--- config.mk ---
export PLATFORM = sky130hd
export DESIGN_NAME = mem_access_stage_flat
export DESIGN_NICKNAME = d
export VERILOG_FILES = /design/src/rtl/mem_access_stage_pkg.sv /design/src/rtl/mem_access_stage_if.sv /design/src/rtl/mem_store_align.sv /design/src/rtl/mem_access_stage.sv /design/src/flat_wrapper.sv
export SDC_FILE = /design/constraint.sdc
export NUM_CORES = 1
export LEC_CHECK = 0
export BUFFER_PORTS_ARGS = -buffer_cell sky130_fd_sc_hd__buf_2
export CORE_ASPECT_RATIO = 0.7
export CORE_MARGIN = 2
export CORE_UTILIZATION = 40
export CTS_CLUSTER_SIZE = 12
export DETAILED_ROUTE_END_ITERATION = 7
export PLACE_DENSITY = 0.75
export SLEW_MARGIN = 20
export SYNTH_ARGS = -nofsm -noshare
export SYNTH_HDL_FRONTEND = slang
export SYNTH_SLANG_ARGS = --single-unit
--- constraint.sdc ---
create_clock -name clk -period 1.8 [get_ports clk]
set_input_delay 0.36 -clock clk [delete_from_list [all_inputs] [get_ports clk]]
set_output_delay 0.36 -clock clk [all_outputs]
set_load 0.005 [all_outputs]
--- src/rtl/mem_access_stage_pkg.sv ---
// Shared definitions for the MEM stage: bus widths, mem_sel size/sign codes,
// FSM state encoding, the MEM/WB entry layout and size/alignment helpers.
package mem_access_stage_pkg;

    localparam int unsigned ADDR_BUS_W     = 32;
    localparam int unsigned DATA_BUS_W     = 32;
    localparam int unsigned REG_ADDR_BUS_W = 5;
    localparam int unsigned MEM_SEL_BUS_W  = 4;
    localparam int unsigned STRB_W         = DATA_BUS_W / 8;

    // mem_sel codes: bit 3 marks unsigned, bits [2:0] encode the size
    localparam logic [MEM_SEL_BUS_W-1:0] MEM_SEL_B  = 4'b0001;
    localparam logic [MEM_SEL_BUS_W-1:0] MEM_SEL_BU = 4'b1001;
    localparam logic [MEM_SEL_BUS_W-1:0] MEM_SEL_H  = 4'b0011;
    localparam logic [MEM_SEL_BUS_W-1:0] MEM_SEL_HU = 4'b1011;
    localparam logic [MEM_SEL_BUS_W-1:0] MEM_SEL_W  = 4'b1111;

    typedef enum logic {
        IDLE = 1'b0,
        WAIT = 1'b1
    } mem_state_e;

    typedef enum logic [1:0] {
        SZ_B = 2'd0,
        SZ_H = 2'd1,
        SZ_W = 2'd2
    } mem_size_e;

    // MEM/WB pipeline register contents
    typedef struct packed {
        logic [DATA_BUS_W-1:0]     ram_read_data;
        logic                      mem_read;
        logic                      mem_write;
        logic                      mem_ext;
        logic [MEM_SEL_BUS_W-1:0]  mem_sel;
        logic [DATA_BUS_W-1:0]     result;
        logic                      reg_write_en;
        logic [REG_ADDR_BUS_W-1:0] reg_write_addr;
        logic [ADDR_BUS_W-1:0]     pc;
    } wb_entry_t;

    // Access size from a mem_sel code; unknown codes fall back to word
    function automatic mem_size_e sel_size(input logic [MEM_SEL_BUS_W-1:0] sel);
        mem_size_e sz;
        case (sel)
            MEM_SEL_B, MEM_SEL_BU: sz = SZ_B;
            MEM_SEL_H, MEM_SEL_HU: sz = SZ_H;
            default:               sz = SZ_W;
        endcase
        return sz;
    endfunction

    // Half must sit on an even address, word on a multiple of four
    function automatic logic is_misaligned(input mem_size_e sz, input logic [1:0] lsb);
        logic mis;
        case (sz)
            SZ_H:    mis = lsb[0];
            SZ_W:    mis = (lsb != 2'b00);
            default: mis = 1'b0;
        endcase
        return mis;
    endfunction

endpackage

--- src/rtl/mem_access_stage_if.sv ---
// Data-RAM request/ready bus.
//   master (MEM stage): ram_en, ram_write_en, ram_addr, ram_write_data out;
//                       ram_ready, ram_read_data in
//   slave  (RAM):       the reverse directions
interface mem_access_stage_if
    import mem_access_stage_pkg::*;
#(
    parameter int unsigned ADDR_WIDTH = ADDR_BUS_W,
    parameter int unsigned DATA_WIDTH = DATA_BUS_W
);
    logic                  ram_en;
    logic [STRB_W-1:0]     ram_write_en;
    logic [ADDR_WIDTH-1:0] ram_addr;
    logic [DATA_WIDTH-1:0] ram_write_data;
    logic                  ram_ready;
    logic [DATA_WIDTH-1:0] ram_read_data;

    modport master (
        output ram_en, ram_write_en, ram_addr, ram_write_data,
        input  ram_ready, ram_read_data
    );

    modport slave (
        input  ram_en, ram_write_en, ram_addr, ram_write_data,
        output ram_ready, ram_read_data
    );
endinterface

--- src/rtl/mem_store_align.sv ---
// Store lane alignment (combinational).
//   mem_sel_i  : size/sign code
//   addr_lsb_i : byte offset within the word
//   data_i     : store data (rs2)
//   strb_o     : byte write strobes
//   data_o     : store data replicated across all lanes of its size
module mem_store_align
    import mem_access_stage_pkg::*;
(
    input  logic [MEM_SEL_BUS_W-1:0] mem_sel_i,
    input  logic [1:0]               addr_lsb_i,
    input  logic [DATA_BUS_W-1:0]    data_i,
    output logic [STRB_W-1:0]        strb_o,
    output logic [DATA_BUS_W-1:0]    data_o
);

    always_comb begin
        strb_o = 4'b1111;
        data_o = data_i;
        case (sel_size(mem_sel_i))
            SZ_B: begin
                strb_o = STRB_W'(4'b0001 << addr_lsb_i);
                data_o = {4{data_i[7:0]}};
            end
            SZ_H: begin
                // addr[0] is ignored: a misaligned half lands on its aligned pair
                strb_o = addr_lsb_i[1] ? 4'b1100 : 4'b0011;
                data_o = {2{data_i[15:0]}};
            end
            default: begin
                strb_o = 4'b1111;
                data_o = data_i;
            end
        endcase
    end

endmodule

--- src/rtl/mem_access_stage.sv ---
// MEM stage of the 5-stage core, including the MEM/WB pipeline register.
// Issues data-RAM requests, stalls upstream until ram_ready, then registers
// load data and control for WB. Non-memory instructions take one cycle.
//   clk, rst            : clock, synchronous active-high reset
//   flush               : squash the instruction in MEM
//   *_in                : EX/MEM register contents
//   ram_bus (master)    : data-RAM request/ready bus
//   stall_req           : freeze PC/IF/ID/EX/EX-MEM (combinational)
//   wb_*                : MEM/WB register outputs
//   misalign_exc        : only with MEM_MISALIGN_TRAP_EN; one-cycle trap flag
// Optional feature: define MEM_MISALIGN_TRAP_EN to trap misaligned half/word
// accesses instead of issuing them.
module mem_access_stage
    import mem_access_stage_pkg::*;
#(
    parameter int unsigned ADDR_WIDTH     = ADDR_BUS_W,
    parameter int unsigned DATA_WIDTH     = DATA_BUS_W,
    parameter int unsigned REG_ADDR_WIDTH = REG_ADDR_BUS_W
) (
    input  logic                      clk,
    input  logic                      rst,
    input  logic                      flush,
    input  logic                      mem_read_flag_in,
    input  logic                      mem_write_flag_in,
    input  logic                      mem_ext_flag_in,
    input  logic [MEM_SEL_BUS_W-1:0]  mem_sel_in,
    input  logic [DATA_WIDTH-1:0]     mem_write_data_in,
    input  logic [DATA_WIDTH-1:0]     result_in,
    input  logic                      reg_write_en_in,
    input  logic [REG_ADDR_WIDTH-1:0] reg_write_addr_in,
    input  logic [ADDR_WIDTH-1:0]     current_pc_addr_in,
    mem_access_stage_if.master        ram_bus,
    output logic                      stall_req,
    output logic [DATA_WIDTH-1:0]     wb_ram_read_data,
    output logic                      wb_mem_read_flag,
    output logic                      wb_mem_write_flag,
    output logic                      wb_mem_ext_flag,
    output logic [MEM_SEL_BUS_W-1:0]  wb_mem_sel,
    output logic [DATA_WIDTH-1:0]     wb_result,
    output logic                      wb_reg_write_en,
    output logic [REG_ADDR_WIDTH-1:0] wb_reg_write_addr,
`ifdef MEM_MISALIGN_TRAP_EN
    output logic                      misalign_exc,
`endif
    output logic [ADDR_WIDTH-1:0]     wb_pc_addr
);

    mem_state_e state_q;
    logic       flushed_q;
    wb_entry_t  wb_q;

    logic              mem_op;
    logic              is_load;
    logic              misalign;
    logic              req;
    logic              stall;
    logic              done;
    logic              kill;
    logic              idle_flush;
    logic [STRB_W-1:0] store_strb;
    logic [DATA_WIDTH-1:0] store_data;

    mem_store_align u_store_align (
        .mem_sel_i  (mem_sel_in),
        .addr_lsb_i (result_in[1:0]),
        .data_i     (mem_write_data_in),
        .strb_o     (store_strb),
        .data_o     (store_data)
    );

    // Request / stall decode; both flags high is handled as a store
    always_comb begin
        mem_op     = mem_read_flag_in | mem_write_flag_in;
        is_load    = mem_read_flag_in & ~mem_write_flag_in;
        misalign   = 1'b0;
`ifdef MEM_MISALIGN_TRAP_EN
        misalign   = mem_op & is_misaligned(sel_size(mem_sel_in), result_in[1:0]);
`endif
        req        = 1'b0;
        if (!rst) begin
            if (state_q == WAIT) begin
                req = 1'b1;
            end else begin
                req = mem_op & ~flush & ~misalign;
            end
        end
        stall      = req & ~ram_bus.ram_ready;
        done       = req & ram_bus.ram_ready;
        // A flush seen earlier in WAIT still squashes the entry captured on ready
        kill       = flush | flushed_q | misalign;
        idle_flush = flush & (state_q == IDLE);
    end

    // RAM bus drive; inputs are frozen upstream while in WAIT
    always_comb begin
        ram_bus.ram_en         = req;
        ram_bus.ram_addr       = {result_in[ADDR_WIDTH-1:2], 2'b00};
        ram_bus.ram_write_en   = (req & mem_write_flag_in) ? store_strb : '0;
        ram_bus.ram_write_data = store_data;
        stall_req              = stall;
    end

    // FSM and MEM/WB register
    always_ff @(posedge clk) begin
        if (rst) begin
            state_q   <= IDLE;
            flushed_q <= 1'b0;
            wb_q      <= '0;
`ifdef MEM_MISALIGN_TRAP_EN
            misalign_exc <= 1'b0;
`endif
        end else begin
            case (state_q)
                IDLE:    if (stall) state_q <= WAIT;
                WAIT:    if (ram_bus.ram_ready) state_q <= IDLE;
                default: state_q <= IDLE;
            endcase
            flushed_q <= (state_q == WAIT) & ~ram_bus.ram_ready & (flush | flushed_q);

            if (stall) begin
                // bubble: clear enables/flags, keep data fields
                wb_q.mem_read     <= 1'b0;
                wb_q.mem_write    <= 1'b0;
                wb_q.mem_ext      <= 1'b0;
                wb_q.reg_write_en <= 1'b0;
            end else begin
                wb_q.mem_read     <= is_load & ~kill;
                wb_q.mem_write    <= mem_write_flag_in & ~kill;
                wb_q.mem_ext      <= mem_ext_flag_in & ~kill;
                wb_q.reg_write_en <= reg_write_en_in & ~kill;
                if (!idle_flush) begin
                    wb_q.mem_sel        <= mem_sel_in;
                    wb_q.result         <= result_in;
                    wb_q.reg_write_addr <= reg_write_addr_in;
                    wb_q.pc             <= current_pc_addr_in;
                end
            end

            if (done & is_load) begin
                wb_q.ram_read_data <= ram_bus.ram_read_data;
            end
`ifdef MEM_MISALIGN_TRAP_EN
            misalign_exc <= misalign & ~flush;
`endif
        end
    end

    assign wb_ram_read_data  = wb_q.ram_read_data;
    assign wb_mem_read_flag  = wb_q.mem_read;
    assign wb_mem_write_flag = wb_q.mem_write;
    assign wb_mem_ext_flag   = wb_q.mem_ext;
    assign wb_mem_sel        = wb_q.mem_sel;
    assign wb_result         = wb_q.result;
    assign wb_reg_write_en   = wb_q.reg_write_en;
    assign wb_reg_write_addr = wb_q.reg_write_addr;
    assign wb_pc_addr        = wb_q.pc;

endmodule
--- src/flat_wrapper.sv ---
// flat-port wrapper written by rule: the top's interface ports become plain ports
module mem_access_stage_flat import mem_access_stage_pkg::*;
#(
    parameter int unsigned ADDR_WIDTH     = ADDR_BUS_W,
    parameter int unsigned DATA_WIDTH     = DATA_BUS_W,
    parameter int unsigned REG_ADDR_WIDTH = REG_ADDR_BUS_W
)
  (clk, rst, flush, mem_read_flag_in, mem_write_flag_in, mem_ext_flag_in, mem_sel_in, mem_write_data_in, result_in, reg_write_en_in, reg_write_addr_in, current_pc_addr_in, stall_req, wb_ram_read_data, wb_mem_read_flag, wb_mem_write_flag, wb_mem_ext_flag, wb_mem_sel, wb_result, wb_reg_write_en, wb_reg_write_addr, wb_pc_addr, ram_bus_ram_en, ram_bus_ram_write_en, ram_bus_ram_addr, ram_bus_ram_write_data, ram_bus_ram_ready, ram_bus_ram_read_data);
  mem_access_stage_if #(.ADDR_WIDTH(ADDR_WIDTH), .DATA_WIDTH(DATA_WIDTH)) ram_bus_i ();
  input  logic clk;
  input  logic rst;
  input  logic flush;
  input  logic mem_read_flag_in;
  input  logic mem_write_flag_in;
  input  logic mem_ext_flag_in;
  input  logic [MEM_SEL_BUS_W-1:0] mem_sel_in;
  input  logic [DATA_WIDTH-1:0] mem_write_data_in;
  input  logic [DATA_WIDTH-1:0] result_in;
  input  logic reg_write_en_in;
  input  logic [REG_ADDR_WIDTH-1:0] reg_write_addr_in;
  input  logic [ADDR_WIDTH-1:0] current_pc_addr_in;
  output logic stall_req;
  output logic [DATA_WIDTH-1:0] wb_ram_read_data;
  output logic wb_mem_read_flag;
  output logic wb_mem_write_flag;
  output logic wb_mem_ext_flag;
  output logic [MEM_SEL_BUS_W-1:0] wb_mem_sel;
  output logic [DATA_WIDTH-1:0] wb_result;
  output logic wb_reg_write_en;
  output logic [REG_ADDR_WIDTH-1:0] wb_reg_write_addr;
  output logic [ADDR_WIDTH-1:0] wb_pc_addr;
  output wire logic [$bits(ram_bus_i.ram_en)-1:0] ram_bus_ram_en;
  output wire logic [$bits(ram_bus_i.ram_write_en)-1:0] ram_bus_ram_write_en;
  output wire logic [$bits(ram_bus_i.ram_addr)-1:0] ram_bus_ram_addr;
  output wire logic [$bits(ram_bus_i.ram_write_data)-1:0] ram_bus_ram_write_data;
  input wire logic [$bits(ram_bus_i.ram_ready)-1:0] ram_bus_ram_ready;
  input wire logic [$bits(ram_bus_i.ram_read_data)-1:0] ram_bus_ram_read_data;
  assign ram_bus_ram_en = ram_bus_i.ram_en;
  assign ram_bus_ram_write_en = ram_bus_i.ram_write_en;
  assign ram_bus_ram_addr = ram_bus_i.ram_addr;
  assign ram_bus_ram_write_data = ram_bus_i.ram_write_data;
  assign ram_bus_i.ram_ready = ram_bus_ram_ready;
  assign ram_bus_i.ram_read_data = ram_bus_ram_read_data;
  mem_access_stage #(.ADDR_WIDTH(ADDR_WIDTH), .DATA_WIDTH(DATA_WIDTH), .REG_ADDR_WIDTH(REG_ADDR_WIDTH)) u_core (.clk(clk), .rst(rst), .flush(flush), .mem_read_flag_in(mem_read_flag_in), .mem_write_flag_in(mem_write_flag_in), .mem_ext_flag_in(mem_ext_flag_in), .mem_sel_in(mem_sel_in), .mem_write_data_in(mem_write_data_in), .result_in(result_in), .reg_write_en_in(reg_write_en_in), .reg_write_addr_in(reg_write_addr_in), .current_pc_addr_in(current_pc_addr_in), .ram_bus(ram_bus_i), .stall_req(stall_req), .wb_ram_read_data(wb_ram_read_data), .wb_mem_read_flag(wb_mem_read_flag), .wb_mem_write_flag(wb_mem_write_flag), .wb_mem_ext_flag(wb_mem_ext_flag), .wb_mem_sel(wb_mem_sel), .wb_result(wb_result), .wb_reg_write_en(wb_reg_write_en), .wb_reg_write_addr(wb_reg_write_addr), .wb_pc_addr(wb_pc_addr));
endmodule
* Yosys cells after proc, flatten, opt, wreduce, memory -nomap -nowiden *
Cells that the tools add are included.

cells by class
  add/sub/neg operators = 0
  $mul = 0
  divide/modulo/power cells = 0
  order comparisons = 0
  equality and inequality tests = 5
  shifts and indexed selects = 1
  muxes and demuxes = 10
  bitwise gates (word level) = 22
  reductions and logical operators = 5

operators by type and width
  operator                                         count
  one-hot mux 32 bit (2 select lines)              1
  AND 1 bit                                        13
  == test 4 bit, second input constant             2
  2-to-1 mux 4 bit                                 2
  one-hot mux 4 bit (2 select lines)               1
  inverter 1 bit                                   7
  OR reduction 2 bit                               3
  == test 4 x 1 -> 1 bit, second input constant    1
  == test 4 x 2 -> 1 bit, second input constant    1
  2-to-1 mux 1 bit                                 4
  one-hot mux 2 bit (2 select lines)               1
  << shifter 1 x 2 -> 4 bit, first input constant  1
  == test 2 x 1 -> 1 bit, second input constant    1
  zero test 2 bit                                  1
  OR 1 bit                                         2
  one-hot mux 1 bit (2 select lines)               1
  AND reduction 2 bit                              1

word-level totals
  register bits = 111
  latch bits = 0
  memory bits (writable) = 0
  ROM bits = 0
  input port bits = 145
  output and inout bits = 179
  word-level logic and storage cells = 54
  memories kept = 0

* Longest topological paths before layout *
  depth in word-level cells = 7
  gate-level depth with buffers = 6
  mapped depth without buffers = 3

* Modules after synthesis *
From an unflattened synthesis, not the netlist that was laid out.

unflattened totals
  cell total of the unflattened synthesis = 579
  area total of the unflattened synthesis = 5610.4 sq um

modules (own cells, without submodules)
  module            instances  cells each  area each (sq um)  seq. area each (sq um)
  mem_access_stage  1          527         5044.8             2222.1
  mem_store_align   1          52          565.5              0.0

* Least setup slack after synthesis *
No wires, ideal clock.

  path type = in2out
  from = input port mem_sel_in[2]
  to = output port ram_bus_ram_write_data[10]
  arrival time = 1163 ps
  data required time = 1440 ps
  setup slack = 277 ps
  stages = 4
  path buffers = 1
  cells stage by stage = nand2b_1 -> buf_2 -> nor2_4 -> mux2_2

between the ends
  longest elaborated chain between the ends = 5
  elaborated cells between the ends (all ways) = 10
  those cells by class = eq/ne (5); mux (2); reduce/logical (3)

RTL lines
  item                                                       RTL line                    text
  start: declaration                                         flat_wrapper.sv:16          input logic [MEM_SEL_BUS_W-1:0] mem_sel_in;
  == test 4 x 2 -> 1 bit, or another cell as far along       mem_access_stage_pkg.sv:45  case (sel)
  OR reduction 2 bit                                         mem_access_stage_pkg.sv:45
  one-hot mux 2 bit (2 select lines) (*)                     mem_access_stage_pkg.sv:45
  == test 2 x 1 -> 1 bit or zero test 2 bit (tied branches)  mem_store_align.sv:20       case (sel_size(mem_sel_i))
  one-hot mux 32 bit (2 select lines) (*)                    mem_store_align.sv:20
  end: declaration                                           flat_wrapper.sv:35          output wire logic [$bits(ram_bus_i.ram_write_data)-1:0] ram_bus_ram_write_data;

Mark *: on every way between the ends. The rest lies on a longest branch, timed or not.

* Worst setup path in the final report *
  from = input port mem_sel_in[2]
  to = output port ram_bus_ram_write_data[14]

The elaborated chain is that of the path after synthesis.

==> flow_metrics.tcl <==
set metrics [dict create \
    placed_area_um2 6870 \
    hold-path-endpoint "u_core.wb_reg_write_en" \
    ys_warn_count 0 \
    final_cell_area_um2 7170 \
    synth_edf_count 0 \
    gp_congestion 0.789 \
    n_fill_cell 1274 \
    crit_path_end_kind "output pin" \
    start_kind "input port" \
    grt_use_total_pct 19.0 \
    r2r-end "u_core.wb_result[8]" \
    fin_ws_ns -0.0243 \
    grt_max_degree 144 \
    rr_worst_depth 4 \
    syn2layout_area_growth_pct 30.9 \
    max_stage_delay_ns 0.34 \
    num_vias 4957 \
    slew_violations 0 \
    nets 1010 \
    cts_hold_buf 0 \
    path_cells "buf_2 -> nand2b_1 -> nor2_4 -> buf_12 -> mux2_2 -> buf_2" \
    grt_pass1_vias 4563 \
    period_share_pct 101 \
    wire_per_inst_um 14.2 \
    die_h_um 102 \
    coreArea_um2 13300 \
    cts_max_level 3 \
    reg2reg_from "u_core.state_q" \
    outcome "finished, violations left" \
    io_buffers 321 \
    ant_nets 0 \
    synth_cells 605 \
    ff_latch_area_um2 2220 \
    num_rows 35 \
    cts_max_path_buffers 2 \
    r2r_setup_slack_ns 0.32 \
    cts-buffers-inserted 9 \
    ys_ff_latch 111 \
    period_needed_ns 1.82 \
    syn_area_per_cell_um2 9.06 \
    first_iter_violations 220 \
    clock_skew_ns 0.0105 \
    violations "setup timing" \
    drive_gt1_share_pct 41.7 \
    critical_path_buf_inv_count 3 \
    max-vdd-ir-drop_uv 403 \
    clock-root-buffer "clkbuf_16" \
    synth-main-ff-cell "dfxtp_1" \
    seq_area_frac_synth_pct 40.5 \
    setup_viol 8 \
    dpl.hpwl_mm 11.4 \
    antenna_cells 0 \
    rsz0062_at_grt "yes" \
    crit_slowest_cell "mux2_2" \
    cp_max_fo 8 \
    p_leak_nw 3.50 \
    initial_utilization_pct 41.3 \
    grt_pass1_wl_mm 22.3 \
    hold_viol 0 \
    cp.required_ns 1.44 \
    critPathKind "input port to output pin" \
    synth_area_um2 5480 \
    critPathMostFrequentCell "buf_2" \
    crit_arrival_ns 1.46 \
    slew_headroom_pct 52.8 \
    fmax_ghz 0.548 \
    hold_path.class "input port to register" \
    route.detailed.drc 0 \
    clk-insertion-delay-late_ns 0.34 \
    ios 324 \
    die_width_um 144 \
    path_clk_slew_ns 0.06 \
    clock_sinks 111 \
    tightest_slew_ns 0.706 \
    postRouteWirelength_mm 15.0 \
    fp.dieArea_um2 14700 \
    synth_area_leaders "dfxtp_1, nand2b_1, mux2i_1, buf_4, o21ai_0" \
    drv_cap 0 \
    synth_top_cell_by_area "dfxtp_1" \
    whs_path_depth 3 \
    drt-vias-per-instance 4.70 \
    gr-total-overflow 0 \
    min-delay-start "reg_write_en_in" \
    synth_cell_types 28 \
    cts_tree "done" \
    crit_family "buffers and inverters" \
    synth_top_area_share_pct 40.5 \
    drt_pre_antenna_iters 4 \
    power_density_nw_per_um2 761 \
    synth-async-reset-ratio_pct 0 \
    place_worst_setup_slack_ns -0.0234 \
    multiInputGateArea_um2 2670 \
    antenna_found_initial 1 \
]
## worst max path at each step
stage                    from                          to  slack (ns)  cells past startpoint
2_1_floorplan   mem_sel_in[2]  ram_bus_ram_write_data[10]        0.28                      4
3_3_place_gp    mem_sel_in[2]   ram_bus_ram_write_data[8]        0.02                      5
3_5_place_dp    mem_sel_in[2]  ram_bus_ram_write_data[14]       -0.02                      5
4_1_cts        u_core.state_q     ram_bus_ram_write_en[3]       0.003                      4
5_1_grt         mem_sel_in[2]  ram_bus_ram_write_data[14]       -0.04                      6
6_report        mem_sel_in[2]  ram_bus_ram_write_data[14]       -0.02                      6
## power breakdown
group	internal, mW	switching (mW)	total (mW)	leakage (nW)
combinational	0.499	0.472	0.971	2.46
clock	0.976	0.872	1.85	0.132
sequential	2.58	0.0601	2.64	0.907
## stage by stage
step                util (%)  hold slack (ns)  setup TNS (ns)  cells  power (mW)
floorplan                  -            0.421               0    606        3.26
CTS                     54.0            0.233               0   1054        5.53
global placement        51.8            0.430               0   1038        3.65
finish                  54.1            0.248          -0.103   1054        5.46
global route            54.1            0.257          -0.264   1054        5.71
detailed placement      51.8            0.434          -0.103   1038        3.66
## tightest hold or removal path, cell delays in order
cell    delay (ns)
buf_2         0.10
inv_1         0.04
nor2_1        0.03
## layer usage
| layer | wire [um] | share of wire [%] | GRT usage [%] | vias up |
|---|---|---|---|---|
| met5 | 13 | 0.087 | 0 | - |
| met4 | 153 | 1.0 | 4.60 | 2 |
| met3 | 1390 | 9.2 | 6.42 | 17 |
| met2 | 6880 | 46 | 30.6 | 193 |
| met1 | 6570 | 44 | 24.7 | 2265 |
| li1 | - | - | - | 2480 |
## cell usage after synthesis (2+ instances only)
cell type,count
nand2_1,32
mux2_2,8
buf_1,2
nand2b_1,149
buf_4,43
mux2i_1,81
buf_2,7
nor3_1,5
clkbuf_1,27
buf_8,8
a21oi_1,36
nand3_1,32
nor2_1,7
inv_1,3
o21ai_0,42
dfxtp_1,111
## placed cells by master, fill, tap and decap left out, types with 2 or more instances in the layout
cell         n
nand2_1     32
conb_1       2
o21ai_0     42
nor2_1       7
nand2b_1   148
buf_2      320
buf_4       11
a21oi_1     36
clkbuf_16    9
inv_1        3
mux2i_1     81
nand3_1     32
dfxtp_1    110
buf_12       4
mux2_2       8
nor3_1       5
## timing repair
item / in CTS / in global routing
setup endpoints to repair: 8 / 14
resized for setup: 0 / 2
buffers inserted: 1 / 0
pin swaps: 1 / 2
## flip-flops by register name (all words and copies together) (netlist names), 4 cells and up
| register | count |
|---|---|
| u_core.wb_pc_addr | 32 |
| u_core.wb_ram_read_data | 32 |
| u_core.wb_result | 32 |
| u_core.wb_reg_write_addr | 5 |
| u_core.wb_mem_sel | 4 |
## area by class of cell
type	instances	area share (%)
sequential	111	31.0
tap	185	3.23
multi-input combinational	405	37.2
clock inverter	4	0.419
clock buffer	11	3.38
inverter	3	0.157
timing repair buffer	335	24.6
## kinds of logic after synthesis
group,count (synthesis),synth area share [%]
other,1,0.0684
DFF,111,40.5
buffers and inverters,90,10.9
AOI/OAI and AO/OA,81,7.67
muxes,89,16.4
and+or+nand+nor,233,24.4
Power figures use the tool's default switching activity.
